[config.mk]
export PLATFORM = sky130hd
export DESIGN_NAME = exc_ctrl_flat
export DESIGN_NICKNAME = d
export VERILOG_FILES = /design/src/rtl/exc_ctrl_pkg.sv /design/src/rtl/exc_ctrl_if.sv /design/src/rtl/exc_ctrl_prio.sv /design/src/rtl/exc_ctrl.sv /design/src/flat_wrapper.sv
export SDC_FILE = /design/constraint.sdc
export NUM_CORES = 1
export LEC_CHECK = 0
export ABC_AREA = 0
export BUFFER_PORTS_ARGS = -buffer_cell sky130_fd_sc_hd__buf_2
export CAP_MARGIN = 20
export CORE_AREA = 2 2 149 151
export CTS_BUF_LIST = sky130_fd_sc_hd__clkbuf_4 sky130_fd_sc_hd__clkbuf_8
export CTS_CLUSTER_DIAMETER = 120
export DETAILED_ROUTE_END_ITERATION = 10
export DIE_AREA = 0 0 151 153
export MAX_ROUTING_LAYER = met4
export SETUP_SLACK_MARGIN = 0.3
export SLEW_MARGIN = 20
export SYNTH_ARGS = -nofsm -noshare
export SYNTH_HDL_FRONTEND = slang
export SYNTH_HIERARCHICAL = 1
export SYNTH_SLANG_ARGS = --single-unit
[constraint.sdc]
create_clock -name clk -period 4.2 [get_ports clk]
set_input_delay 0 -clock clk [delete_from_list [all_inputs] [get_ports clk]]
set_output_delay 0 -clock clk [all_outputs]
set_load 0.005 [all_outputs]
[src/rtl/exc_ctrl_pkg.sv]
// Shared defines for the exception controller: CP0 addresses and fields, EXC_* codes, vectors.
// The optional TLB exception path is selected with the EXC_TLB_EN macro.
package exc_ctrl_pkg;

  localparam logic [4:0] CP0_STATUS = 5'd12;
  localparam logic [4:0] CP0_CAUSE  = 5'd13;
  localparam logic [4:0] CP0_EPC    = 5'd14;

  localparam int unsigned ST_IE  = 0;
  localparam int unsigned ST_EXL = 1;
  localparam int unsigned ST_ERL = 2;
  localparam int unsigned ST_BEV = 22;

  // Bit positions inside exc_flags_i and if_exc_i
  localparam int unsigned FLAG_RI      = 0;
  localparam int unsigned FLAG_SYSCALL = 1;
  localparam int unsigned FLAG_BREAK   = 2;
  localparam int unsigned FLAG_ERET    = 3;
  localparam int unsigned FLAG_TRAP    = 4;
  localparam int unsigned FLAG_OVF     = 5;
  localparam int unsigned FLAG_ADEL_D  = 6;
  localparam int unsigned FLAG_ADES    = 7;
  localparam int unsigned FLAG_DREFILL = 8;
  localparam int unsigned FLAG_DINV    = 9;
  localparam int unsigned FLAG_MOD     = 10;
  localparam int unsigned IF_ADEL      = 0;
  localparam int unsigned IF_REFILL    = 1;
  localparam int unsigned IF_INV       = 2;

  localparam logic [31:0] EXC_NONE           = 32'd0;
  localparam logic [31:0] EXC_INT            = 32'd1;
  localparam logic [31:0] EXC_INST_ADD_ERR   = 32'd2;
  localparam logic [31:0] EXC_INST_REFILL    = 32'd3;
  localparam logic [31:0] EXC_INST_INVALID   = 32'd4;
  localparam logic [31:0] EXC_RI             = 32'd5;
  localparam logic [31:0] EXC_SYSCALL        = 32'd6;
  localparam logic [31:0] EXC_BREAK          = 32'd7;
  localparam logic [31:0] EXC_TRAP           = 32'd8;
  localparam logic [31:0] EXC_OVF            = 32'd9;
  localparam logic [31:0] EXC_ERET           = 32'd10;
  localparam logic [31:0] EXC_DATA_ADD_ERR_L = 32'd11;
  localparam logic [31:0] EXC_DATA_ADD_ERR_S = 32'd12;
  localparam logic [31:0] EXC_DATA_REFILL    = 32'd13;
  localparam logic [31:0] EXC_DATA_INVALID   = 32'd14;
  localparam logic [31:0] EXC_DATA_MODIFY    = 32'd15;

  localparam logic [11:0] VEC_REFILL       = 12'h000;
  localparam logic [11:0] VEC_GENERAL      = 12'h180;
  localparam logic [31:0] BEV_BASE_REFILL  = 32'hBFC0_0200;
  localparam logic [31:0] BEV_BASE_GENERAL = 32'hBFC0_0380;

  typedef enum logic {StIdle, StFlush} exc_state_e;

  function automatic logic is_refill(input logic [31:0] code);
    return (code == EXC_INST_REFILL) || (code == EXC_DATA_REFILL);
  endfunction

endpackage

[src/rtl/exc_ctrl_if.sv]
// Pipeline/CP0 side signals of the exception controller; slave is the controller itself.
interface exc_ctrl_if;
  logic        valid_i;
  logic        stall_i;
  logic [31:0] pc_i;
  logic        in_delayslot_i;
  logic [10:0] exc_flags_i;
  logic [2:0]  if_exc_i;
  logic [31:0] mem_addr_i;
  logic [31:0] status_i;
  logic [31:0] cause_i;
  logic [31:0] epc_i;
  logic [31:0] ebase_i;
  logic        cp0_we_i;
  logic [4:0]  cp0_waddr_i;
  logic [31:0] cp0_wdata_i;
  logic [31:0] excepttype_o;
  logic [31:0] current_inst_addr_o;
  logic        is_in_delayslot_o;
  logic [31:0] bad_addr_o;
  logic        flush_o;
  logic [31:0] new_pc_o;

  modport master (
    output valid_i, stall_i, pc_i, in_delayslot_i, exc_flags_i, if_exc_i, mem_addr_i,
           status_i, cause_i, epc_i, ebase_i, cp0_we_i, cp0_waddr_i, cp0_wdata_i,
    input  excepttype_o, current_inst_addr_o, is_in_delayslot_o, bad_addr_o, flush_o, new_pc_o
  );

  modport slave (
    input  valid_i, stall_i, pc_i, in_delayslot_i, exc_flags_i, if_exc_i, mem_addr_i,
           status_i, cause_i, epc_i, ebase_i, cp0_we_i, cp0_waddr_i, cp0_wdata_i,
    output excepttype_o, current_inst_addr_o, is_in_delayslot_o, bad_addr_o, flush_o, new_pc_o
  );
endinterface

[src/rtl/exc_ctrl_prio.sv]
// exc_prio: combinational priority encoder from exception flags and interrupt request
// to a single EXC_* code.
module exc_prio
  import exc_ctrl_pkg::*;
(
  input  logic        int_req_i,
  input  logic [10:0] exc_flags_i,
  input  logic [2:0]  if_exc_i,
  output logic [31:0] excepttype_o
);

  always_comb begin
    excepttype_o = EXC_NONE;
    if (int_req_i)                       excepttype_o = EXC_INT;
    else if (if_exc_i[IF_ADEL])          excepttype_o = EXC_INST_ADD_ERR;
    else if (if_exc_i[IF_REFILL])        excepttype_o = EXC_INST_REFILL;
    else if (if_exc_i[IF_INV])           excepttype_o = EXC_INST_INVALID;
    else if (exc_flags_i[FLAG_RI])       excepttype_o = EXC_RI;
    else if (exc_flags_i[FLAG_SYSCALL])  excepttype_o = EXC_SYSCALL;
    else if (exc_flags_i[FLAG_BREAK])    excepttype_o = EXC_BREAK;
    else if (exc_flags_i[FLAG_TRAP])     excepttype_o = EXC_TRAP;
    else if (exc_flags_i[FLAG_OVF])      excepttype_o = EXC_OVF;
    else if (exc_flags_i[FLAG_ERET])     excepttype_o = EXC_ERET;
    else if (exc_flags_i[FLAG_ADEL_D])   excepttype_o = EXC_DATA_ADD_ERR_L;
    else if (exc_flags_i[FLAG_ADES])     excepttype_o = EXC_DATA_ADD_ERR_S;
    else if (exc_flags_i[FLAG_DREFILL])  excepttype_o = EXC_DATA_REFILL;
    else if (exc_flags_i[FLAG_DINV])     excepttype_o = EXC_DATA_INVALID;
    else if (exc_flags_i[FLAG_MOD])      excepttype_o = EXC_DATA_MODIFY;
  end

endmodule

[src/rtl/exc_ctrl.sv]
// Exception controller at the MEM/commit boundary: prioritises exceptions, issues a one-cycle
// registered flush with redirect PC. Define EXC_TLB_EN to enable the TLB exception causes.
module exc_ctrl
  import exc_ctrl_pkg::*;
#(
  parameter logic [31:0] RESET_PC = 32'hBFC0_0000
) (
  input logic        clk,
  input logic        rst,
  exc_ctrl_if.slave  bus
);

  exc_state_e  state_q, state_d;
  logic [31:0] new_pc_q, new_pc_d;
  logic [31:0] status_fwd, epc_fwd, prio_code, exc_code, target;
  logic [7:0]  cause_ip;
  logic [10:0] flags;
  logic [2:0]  if_exc;
  logic        int_req, commit, refill;
  logic        unused_cp0;

  // Forward CP0 writes committing in WB this cycle
  assign status_fwd = (bus.cp0_we_i && bus.cp0_waddr_i == CP0_STATUS) ? bus.cp0_wdata_i
                                                                       : bus.status_i;
  assign cause_ip   = (bus.cp0_we_i && bus.cp0_waddr_i == CP0_CAUSE) ? bus.cp0_wdata_i[15:8]
                                                                      : bus.cause_i[15:8];
  assign epc_fwd    = (bus.cp0_we_i && bus.cp0_waddr_i == CP0_EPC) ? bus.cp0_wdata_i
                                                                    : bus.epc_i;
  assign unused_cp0 = ^{status_fwd, bus.cause_i, bus.ebase_i[11:0]};

  assign int_req = status_fwd[ST_IE] & ~status_fwd[ST_EXL] & ~status_fwd[ST_ERL] &
                   |(status_fwd[15:8] & cause_ip);

`ifdef EXC_TLB_EN
  assign flags  = bus.exc_flags_i;
  assign if_exc = bus.if_exc_i;
  assign refill = is_refill(exc_code) & ~status_fwd[ST_EXL];
`else
  assign flags  = bus.exc_flags_i & 11'b000_1111_1111;
  assign if_exc = bus.if_exc_i & 3'b001;
  assign refill = 1'b0;
`endif

  exc_prio u_prio (
    .int_req_i    (int_req),
    .exc_flags_i  (flags),
    .if_exc_i     (if_exc),
    .excepttype_o (prio_code)
  );

  assign commit   = bus.valid_i & ~bus.stall_i & (state_q == StIdle);
  assign exc_code = commit ? prio_code : EXC_NONE;

  always_comb begin
    target = {bus.ebase_i[31:12], refill ? VEC_REFILL : VEC_GENERAL};
    if (exc_code == EXC_ERET) begin
      target = epc_fwd;
    end else if (status_fwd[ST_BEV]) begin
      target = refill ? BEV_BASE_REFILL : BEV_BASE_GENERAL;
    end
  end

  always_comb begin
    bus.bad_addr_o = '0;
    case (exc_code)
      EXC_INST_ADD_ERR, EXC_INST_REFILL, EXC_INST_INVALID:
        bus.bad_addr_o = bus.pc_i;
      EXC_DATA_ADD_ERR_L, EXC_DATA_ADD_ERR_S, EXC_DATA_REFILL, EXC_DATA_INVALID,
      EXC_DATA_MODIFY:
        bus.bad_addr_o = bus.mem_addr_i;
      default: bus.bad_addr_o = '0;
    endcase
  end

  always_comb begin
    state_d  = state_q;
    new_pc_d = new_pc_q;
    unique case (state_q)
      StIdle: begin
        if (commit && exc_code != EXC_NONE) begin
          state_d  = StFlush;
          new_pc_d = target;
        end
      end
      StFlush: state_d = StIdle;
      default: state_d = StIdle;
    endcase
  end

  always_ff @(posedge clk) begin
    if (!rst) begin
      state_q  <= StIdle;
      new_pc_q <= RESET_PC;
    end else begin
      state_q  <= state_d;
      new_pc_q <= new_pc_d;
    end
  end

  assign bus.excepttype_o        = exc_code;
  assign bus.current_inst_addr_o = bus.pc_i;
  assign bus.is_in_delayslot_o   = bus.in_delayslot_i;
  assign bus.flush_o             = (state_q == StFlush);
  assign bus.new_pc_o            = new_pc_q;

endmodule

[src/flat_wrapper.sv]
// flat-port wrapper written by rule: the top's interface ports become plain ports
module exc_ctrl_flat import exc_ctrl_pkg::*;
#(
  parameter logic [31:0] RESET_PC = 32'hBFC0_0000
)
  (clk, rst, bus_valid_i, bus_stall_i, bus_pc_i, bus_in_delayslot_i, bus_exc_flags_i, bus_if_exc_i, bus_mem_addr_i, bus_status_i, bus_cause_i, bus_epc_i, bus_ebase_i, bus_cp0_we_i, bus_cp0_waddr_i, bus_cp0_wdata_i, bus_excepttype_o, bus_current_inst_addr_o, bus_is_in_delayslot_o, bus_bad_addr_o, bus_flush_o, bus_new_pc_o);
  exc_ctrl_if bus_i ();
  input logic clk;
  input logic rst;
  input wire logic [$bits(bus_i.valid_i)-1:0] bus_valid_i;
  input wire logic [$bits(bus_i.stall_i)-1:0] bus_stall_i;
  input wire logic [$bits(bus_i.pc_i)-1:0] bus_pc_i;
  input wire logic [$bits(bus_i.in_delayslot_i)-1:0] bus_in_delayslot_i;
  input wire logic [$bits(bus_i.exc_flags_i)-1:0] bus_exc_flags_i;
  input wire logic [$bits(bus_i.if_exc_i)-1:0] bus_if_exc_i;
  input wire logic [$bits(bus_i.mem_addr_i)-1:0] bus_mem_addr_i;
  input wire logic [$bits(bus_i.status_i)-1:0] bus_status_i;
  input wire logic [$bits(bus_i.cause_i)-1:0] bus_cause_i;
  input wire logic [$bits(bus_i.epc_i)-1:0] bus_epc_i;
  input wire logic [$bits(bus_i.ebase_i)-1:0] bus_ebase_i;
  input wire logic [$bits(bus_i.cp0_we_i)-1:0] bus_cp0_we_i;
  input wire logic [$bits(bus_i.cp0_waddr_i)-1:0] bus_cp0_waddr_i;
  input wire logic [$bits(bus_i.cp0_wdata_i)-1:0] bus_cp0_wdata_i;
  output wire logic [$bits(bus_i.excepttype_o)-1:0] bus_excepttype_o;
  output wire logic [$bits(bus_i.current_inst_addr_o)-1:0] bus_current_inst_addr_o;
  output wire logic [$bits(bus_i.is_in_delayslot_o)-1:0] bus_is_in_delayslot_o;
  output wire logic [$bits(bus_i.bad_addr_o)-1:0] bus_bad_addr_o;
  output wire logic [$bits(bus_i.flush_o)-1:0] bus_flush_o;
  output wire logic [$bits(bus_i.new_pc_o)-1:0] bus_new_pc_o;
  assign bus_i.valid_i = bus_valid_i;
  assign bus_i.stall_i = bus_stall_i;
  assign bus_i.pc_i = bus_pc_i;
  assign bus_i.in_delayslot_i = bus_in_delayslot_i;
  assign bus_i.exc_flags_i = bus_exc_flags_i;
  assign bus_i.if_exc_i = bus_if_exc_i;
  assign bus_i.mem_addr_i = bus_mem_addr_i;
  assign bus_i.status_i = bus_status_i;
  assign bus_i.cause_i = bus_cause_i;
  assign bus_i.epc_i = bus_epc_i;
  assign bus_i.ebase_i = bus_ebase_i;
  assign bus_i.cp0_we_i = bus_cp0_we_i;
  assign bus_i.cp0_waddr_i = bus_cp0_waddr_i;
  assign bus_i.cp0_wdata_i = bus_cp0_wdata_i;
  assign bus_excepttype_o = bus_i.excepttype_o;
  assign bus_current_inst_addr_o = bus_i.current_inst_addr_o;
  assign bus_is_in_delayslot_o = bus_i.is_in_delayslot_o;
  assign bus_bad_addr_o = bus_i.bad_addr_o;
  assign bus_flush_o = bus_i.flush_o;
  assign bus_new_pc_o = bus_i.new_pc_o;
  exc_ctrl #(.RESET_PC(RESET_PC)) u_core (.clk(clk), .rst(rst), .bus(bus_i));
endmodule
* After elaboration in Yosys (flattened, before gate mapping) *
Index checks and enable logic that the tools add are counted.

storage, ports and cells
  word-level logic and storage cells = 52
  bits of input ports = 249
  bits in registers = 33
  output and inout bits = 130

operators by class
  reduce and logical (&&, ||, !) cells = 9
  mux-type cells = 19
  bitwise operators = 10
  eq/ne operators = 12

operator list
  cell                 number
  $eq 32x4->1 const B  6
  $mux 32              3
  $eq 32x2->1 const B  2
  $pmux 32 s2          1
  $mux 4               11
  $eq 32x3->1 const B  1
  $reduce_bool 32->1   1
  $mux 23              1
  $eq 5x4->1 const B   3
  $and 8x8->8          1
  $mux 8               1
  $reduce_or 8->1      1
  $and 1x1->1          5
  $reduce_or 5->1      1
  $logic_and 1x1->1    4
  $not 1->1            4
  $reduce_or 3->1      1
  $pmux 1 s2           1
  $reduce_and 2->1     1
  $mux 1               1

* Logic depth before layout (Yosys ltp) *
  word-level depth = 15
  gate-level depth with buffers = 15
  mapped depth without buffers = 13

* By module *
Netlist, hierarchy kept.

by module, submodules not included
  module    instances  seq. area each (um^2)  area an instance (um^2)  cells an instance
  exc_ctrl  1          660.6                  3153.0                   350
  exc_prio  1          0.0                    366.6                    58

* Least setup slack after synthesis *
Ideal clock, no wire load.

  path kind = input to register
  start = input bus_cp0_waddr_i[0]
  end = register u_core.new_pc_q[23], in the netlist u_core/bus.new_pc_o[23]
  required time = 4.053 ns
  library setup time = 0.147 ns
  stages on the path = 15
  buffers on the path = 3
  path slack = 1.185 ns
  arrival = 2.868 ns
  cells stage by stage = buf_6 -> or3_1 -> buf_6 -> and3_2 -> o22ai_1 -> a31oi_1 -> or4_1 -> a31oi_1 -> nand2_2 -> inv_2 -> and4_4 -> nand4_4 -> buf_6 -> o21ai_1 -> o211ai_2

on the way
  word-level cells in the longest chain between the ends = 12
  elaborated cells between the ends (all ways) = 24
  those cells by class = 4 x eq/ne; 7 x mux; 6 x bitwise; 7 x reduce/logical

RTL lines
  element                                          RTL line             text
  from (decl)                                      flat_wrapper.sv:22   input wire logic [$bits(bus_i.cp0_waddr_i)-1:0] bus_cp0_waddr_i;
  branches (longest 6 deep; another with $mux 23)  --
  $and 1x1->1 (*)                                  exc_ctrl.sv:31       assign int_req = status_fwd[ST_IE] & ~status_fwd[ST_EXL] & ~status_fwd[ST_ERL] &
  named net u_core.int_req                         exc_ctrl.sv:19       logic int_req, commit, refill;
  $mux 4 (*)                                       exc_ctrl_prio.sv:14  if (int_req_i) excepttype_o = EXC_INT;
  named net u_core.prio_code[3]                    exc_ctrl.sv:15       logic [31:0] status_fwd, epc_fwd, prio_code, exc_code, target;
  $mux 4 (*)                                       exc_ctrl.sv:52       assign exc_code = commit ? prio_code : EXC_NONE;
  named net bus_excepttype_o[3]                    flat_wrapper.sv:24   output wire logic [$bits(bus_i.excepttype_o)-1:0] bus_excepttype_o;
  $reduce_bool 32->1                               exc_ctrl.sv:80       if (commit && exc_code != EXC_NONE) begin
  $logic_and 1x1->1                                exc_ctrl.sv:80
  $reduce_and 2->1 (no line)                       --
  to (signal assigned)                             exc_ctrl.sv:96       new_pc_q <= new_pc_d;
  to (decl)                                        exc_ctrl.sv:14       logic [31:0] new_pc_q, new_pc_d;

Mark *: on every way through the listed nets, which the timed path passes.
A chain may end at the register's enable or synchronous reset.

* Final worst setup path *
  start = input bus_cp0_waddr_i[4]
  end = output bus_bad_addr_o[24]

on the way
  word-level cells in the longest chain between the ends = 12
  elaborated cells between the ends (all ways) = 26
  those cells by class = 10 x eq/ne; 5 x mux; 6 x bitwise; 5 x reduce/logical

RTL lines
  element                                                    RTL line             text
  branches (longest 6 deep; another with $mux 23)            --
  $and 1x1->1 (*)                                            exc_ctrl.sv:31
  named net u_core.int_req                                   exc_ctrl.sv:19
  $mux 4 (*)                                                 exc_ctrl_prio.sv:14
  named net u_core.prio_code[3]                              exc_ctrl.sv:15
  $mux 4 (*)                                                 exc_ctrl.sv:52
  $eq 32x4->1 (tied with other cells)                        exc_ctrl.sv:65       case (exc_code)
  $reduce_or 5->1 / $reduce_or 3->1 (equally long branches)  exc_ctrl.sv:65
  $pmux 32 s2 (*)                                            exc_ctrl.sv:65
  to (decl)                                                  flat_wrapper.sv:27   output wire logic [$bits(bus_i.bad_addr_o)-1:0] bus_bad_addr_o;

Marked as above.

==> impl_metrics.env <==
export IMPL_status="finished clean"
export IMPL_synth_compound_area_share_pct=24.1
export IMPL_synthSimpleGateAreaFrac_pct=23.9
export IMPL_ys_ff_latch=33
export IMPL_fin_crit_ns=3.54
export IMPL_avgViaCountPerCell=4.09
export IMPL_synth_top_flop_cell="dfxtp_1"
export IMPL_peakVddDrop_uv=143
export IMPL_hold_viol=0
export IMPL_synthCells=408
export IMPL_maxCapViolCount=0
export IMPL_ff2ff_setup_slack_ns=1.81
export IMPL_hold_path_class="input pin to primary output"
export IMPL_htree_levels=2
export IMPL_grt_usage_pct=12.8
export IMPL_synth_top_family_by_area="compound AO/OA/AOI/OAI gates"
export IMPL_yosysSeqAreaShare_pct=18.8
export IMPL_grt_max_degree=36
export IMPL_max_clock_freq_ghz=0.283
export IMPL_root_buffer="clkbuf_8"
export IMPL_clock_sinks=33
export IMPL_worstMarginPinSlew_ns=1.01
export IMPL_cts_made_buffers=5
export IMPL_insertion_delay_ns=0.29
export IMPL_placed_cell_area_mm2=0.00490
export IMPL_die_h_um=153
export IMPL_final_nets=930
export IMPL_routed_wl_mm=15.6
export IMPL_yosys_area_top_type="dfxtp_1"
export IMPL_pin_count=379
export IMPL_grt_pass1_wl_mm=21.6
export IMPL_yosys_area_share_xor_xnor_pct=0
export IMPL_critPathLaunch="bus_cp0_waddr_i[4]"
export IMPL_first_pass_iters=4
export IMPL_via_count=3967
export IMPL_rsz0062_at_grt="no"
export IMPL_async_flop_share_pct=0
export IMPL_max_slew_margin_rel_pct=32.2
export IMPL_p_leak_nw=2.53
export IMPL_synth_cell_types=54
export IMPL_syn_to_final_growth_pct=47.4
export IMPL_antenna_found_initial=7
export IMPL_synth_edf_count=0
export IMPL_worstPathArrival_ns=3.54
export IMPL_setup_viol=0
export IMPL_end_kind="primary output"
export IMPL_die_area_mm2=0.0231
export IMPL_powerDensity_mw_per_mm2=168
export IMPL_ant_nets=0
export IMPL_ff2ff_path_depth=9
export IMPL_place_inst=937
export IMPL_timing_rr_start="u_core/bus.flush_o"
export IMPL_place_congestion=0.832
export IMPL_die_x_um=151
export IMPL_synthMuxAreaShare_pct=14.1
export IMPL_drt_iter0_markers=118
export IMPL_core_area_mm2=0.0215
export IMPL_multi_input_area_mm2=0.00237
export IMPL_final_cell_area_mm2=0.00519
export IMPL_rows=54
export IMPL_fillerInstances=2405
export IMPL_p_total_w=0.000873
export IMPL_cp_max_fo=32
export IMPL_drc=0
export IMPL_synth_area_mm2=0.00352
export IMPL_cts_max_path_buffers=2
export IMPL_whs_ns=0.00000229
export IMPL_instances_no_fill=969
export IMPL_crit_type="input pin to primary output"
export IMPL_crit_required_ns=4.20
export IMPL_final_max_slew_viol_count=0
export IMPL_synth_top_cell_area_share_pct=18.8
export IMPL_place_hpwl_mm=13.2
export IMPL_fin_skew_ns=0.00186
export IMPL_synth_adder_area_share_pct=0
export IMPL_wire_per_inst_um=16.1
export IMPL_ys_warn_count=6
export IMPL_fin_crit_sh_pct=84.2
export IMPL_seq_area_um2=661
export IMPL_layout_drive_gt1_share_pct=55.6
export IMPL_crit_end="bus_bad_addr_o[24]"
export IMPL_cts_tree="built"
export IMPL_utilization_pct=24.1
export IMPL_initial_core_util_pct=16.4
export IMPL_r2r_end="u_core/bus.new_pc_o[17]"
export IMPL_startpoint_type="input pin"
export IMPL_port_buffers=287
export IMPL_gr_total_overflow=0
export IMPL_synth_area_leaders="dfxtp_1 (19%), buf_4 (14%), mux2_2 (9.9%), a22o_1 (8.7%), and2_1 (7.3%)"
export IMPL_grt_pass1_vias=3869
export IMPL_syn_avg_cell_area_um2=8.63
==> per-stage QoR <==
| stage | setup TNS (ns) | worst slack [ns] |
|---|---|---|
| after CTS | 0 | 0.311 |
| after global routing | 0 | 0.326 |
| final | 0 | 0.662 |
| after floorplan | 0 | 1.19 |
| after detailed placement | 0 | 0.0460 |
| after global placement | -0.116 | -0.0618 |
==> Yosys cell counts (2+ instances only) <==
cell	n
and2_1	41
nand3_1	13
a21oi_1	5
nor3_2	2
buf_2	6
dfxtp_1	33
nor4_2	8
buf_6	9
mux2_2	31
nor3_1	9
a221oi_1	3
inv_1	4
o2bb2ai_1	9
nor4_1	3
o211ai_2	9
nor2_2	2
a31oi_1	13
o21ai_1	8
mux2i_1	11
clkbuf_1	9
nor2_1	10
nand2_2	3
conb_1	2
o221a_2	2
buf_4	64
a22oi_1	2
o21ai_0	12
a22o_1	35
nand2_1	24
o21ai_2	2
==> worst max-delay path, cell delays in order <==
cell and delay (ns):
buf_2 0.10, nand4b_4 0.20, or3_1 0.52, and3_2 0.27
o22ai_1 0.14, a31oi_1 0.12, or4_1 0.59, a31oi_2 0.33
nand2_2 0.13, inv_2 0.08, and4_4 0.23, nand2_2 0.07
nor2_4 0.09, buf_4 0.33, a22o_1 0.21, buf_2 0.12
==> area by class of cell <==
cell class	count	share of cell area, %
antenna	7	0.338
clock buffer	5	1.33
clock inverter	3	0.338
inverter	5	0.362
multi-input combinational	322	45.7
sequential	33	12.7
tap	280	6.75
timing repair buffer	314	32.4
==> layer usage <==
layer / vias up / wire length, µm / track usage (%)
met5: - / 0 / -
met4: 0 / 208 / 4.49
met3: 8 / 1210 / 2.39
met2: 200 / 8400 / 24.5
met1: 1793 / 5760 / 12.7
li1: 1966 / - / -
==> worst min path at each step <==
stage / from / end / slack (ns) / depth (start not counted)
2_1_floorplan: bus_pc_i[0] / bus_current_inst_addr_o[0] / 0.08 / 1
3_3_place_gp: bus_in_delayslot_i / bus_is_in_delayslot_o / 0.00006 / 0
3_5_place_dp: bus_in_delayslot_i / bus_is_in_delayslot_o / 0.00006 / 0
4_1_cts: bus_in_delayslot_i / bus_is_in_delayslot_o / 0.00006 / 0
5_1_grt: bus_in_delayslot_i / bus_is_in_delayslot_o / 0.00002 / 0
6_report: bus_in_delayslot_i / bus_is_in_delayslot_o / 0.000002 / 0
==> cells in the final DEF (no fill, tap or decap), types with 3 or more instances in the layout <==
master and count:
clkbuf_8 5, o211ai_2 9, a21oi_1 5, o21ai_0 12
dfxtp_1 33, buf_4 10, a31oi_1 12, o21ai_1 8
nor2_1 10, buf_2 287, diode_2 7, nand3_1 13
and2_1 41, dlygate4sd3_1 17, nor4_1 3, o2bb2ai_1 9
nand2_1 24, conb_1 42, nor4_2 7, a22o_1 35
inv_1 4, mux2_2 31, a221oi_1 3, nor3_1 9
mux2i_1 11, nand2_2 3
==> cell families after synthesis <==
logic type             after synthesis
AO/OA/AOI/OAI                      107
buffers and inverters               93
other                                2
AND/OR/NAND/NOR                    129
flip-flops                          33
multiplexers                        44
==> power breakdown <==
group / switching, W / internal, W / total, W
combinational: 0.000144 / 0.000152 / 0.000295
sequential: 0.00000734 / 0.000328 / 0.000335
clock: 0.000128 / 0.000114 / 0.000243
==> sequential cells by signal, indices dropped and copies added, names as in the netlist <==
signal	flops
u_core/bus.new_pc_o	32
u_core/bus.flush_o	1
==> timing repair <==
| action | CTS | global route |
|---|---|---|
| hold buffers | 17 | 0 |
| buffers inserted | 0 | 0 |
| endpoints found under the setup margin | 0 | 65 |
| gates resized for setup | 0 | 2 |
| endpoints found under the hold margin | 17 | 0 |
No activity file was read; power rests on OpenSTA's default activity.
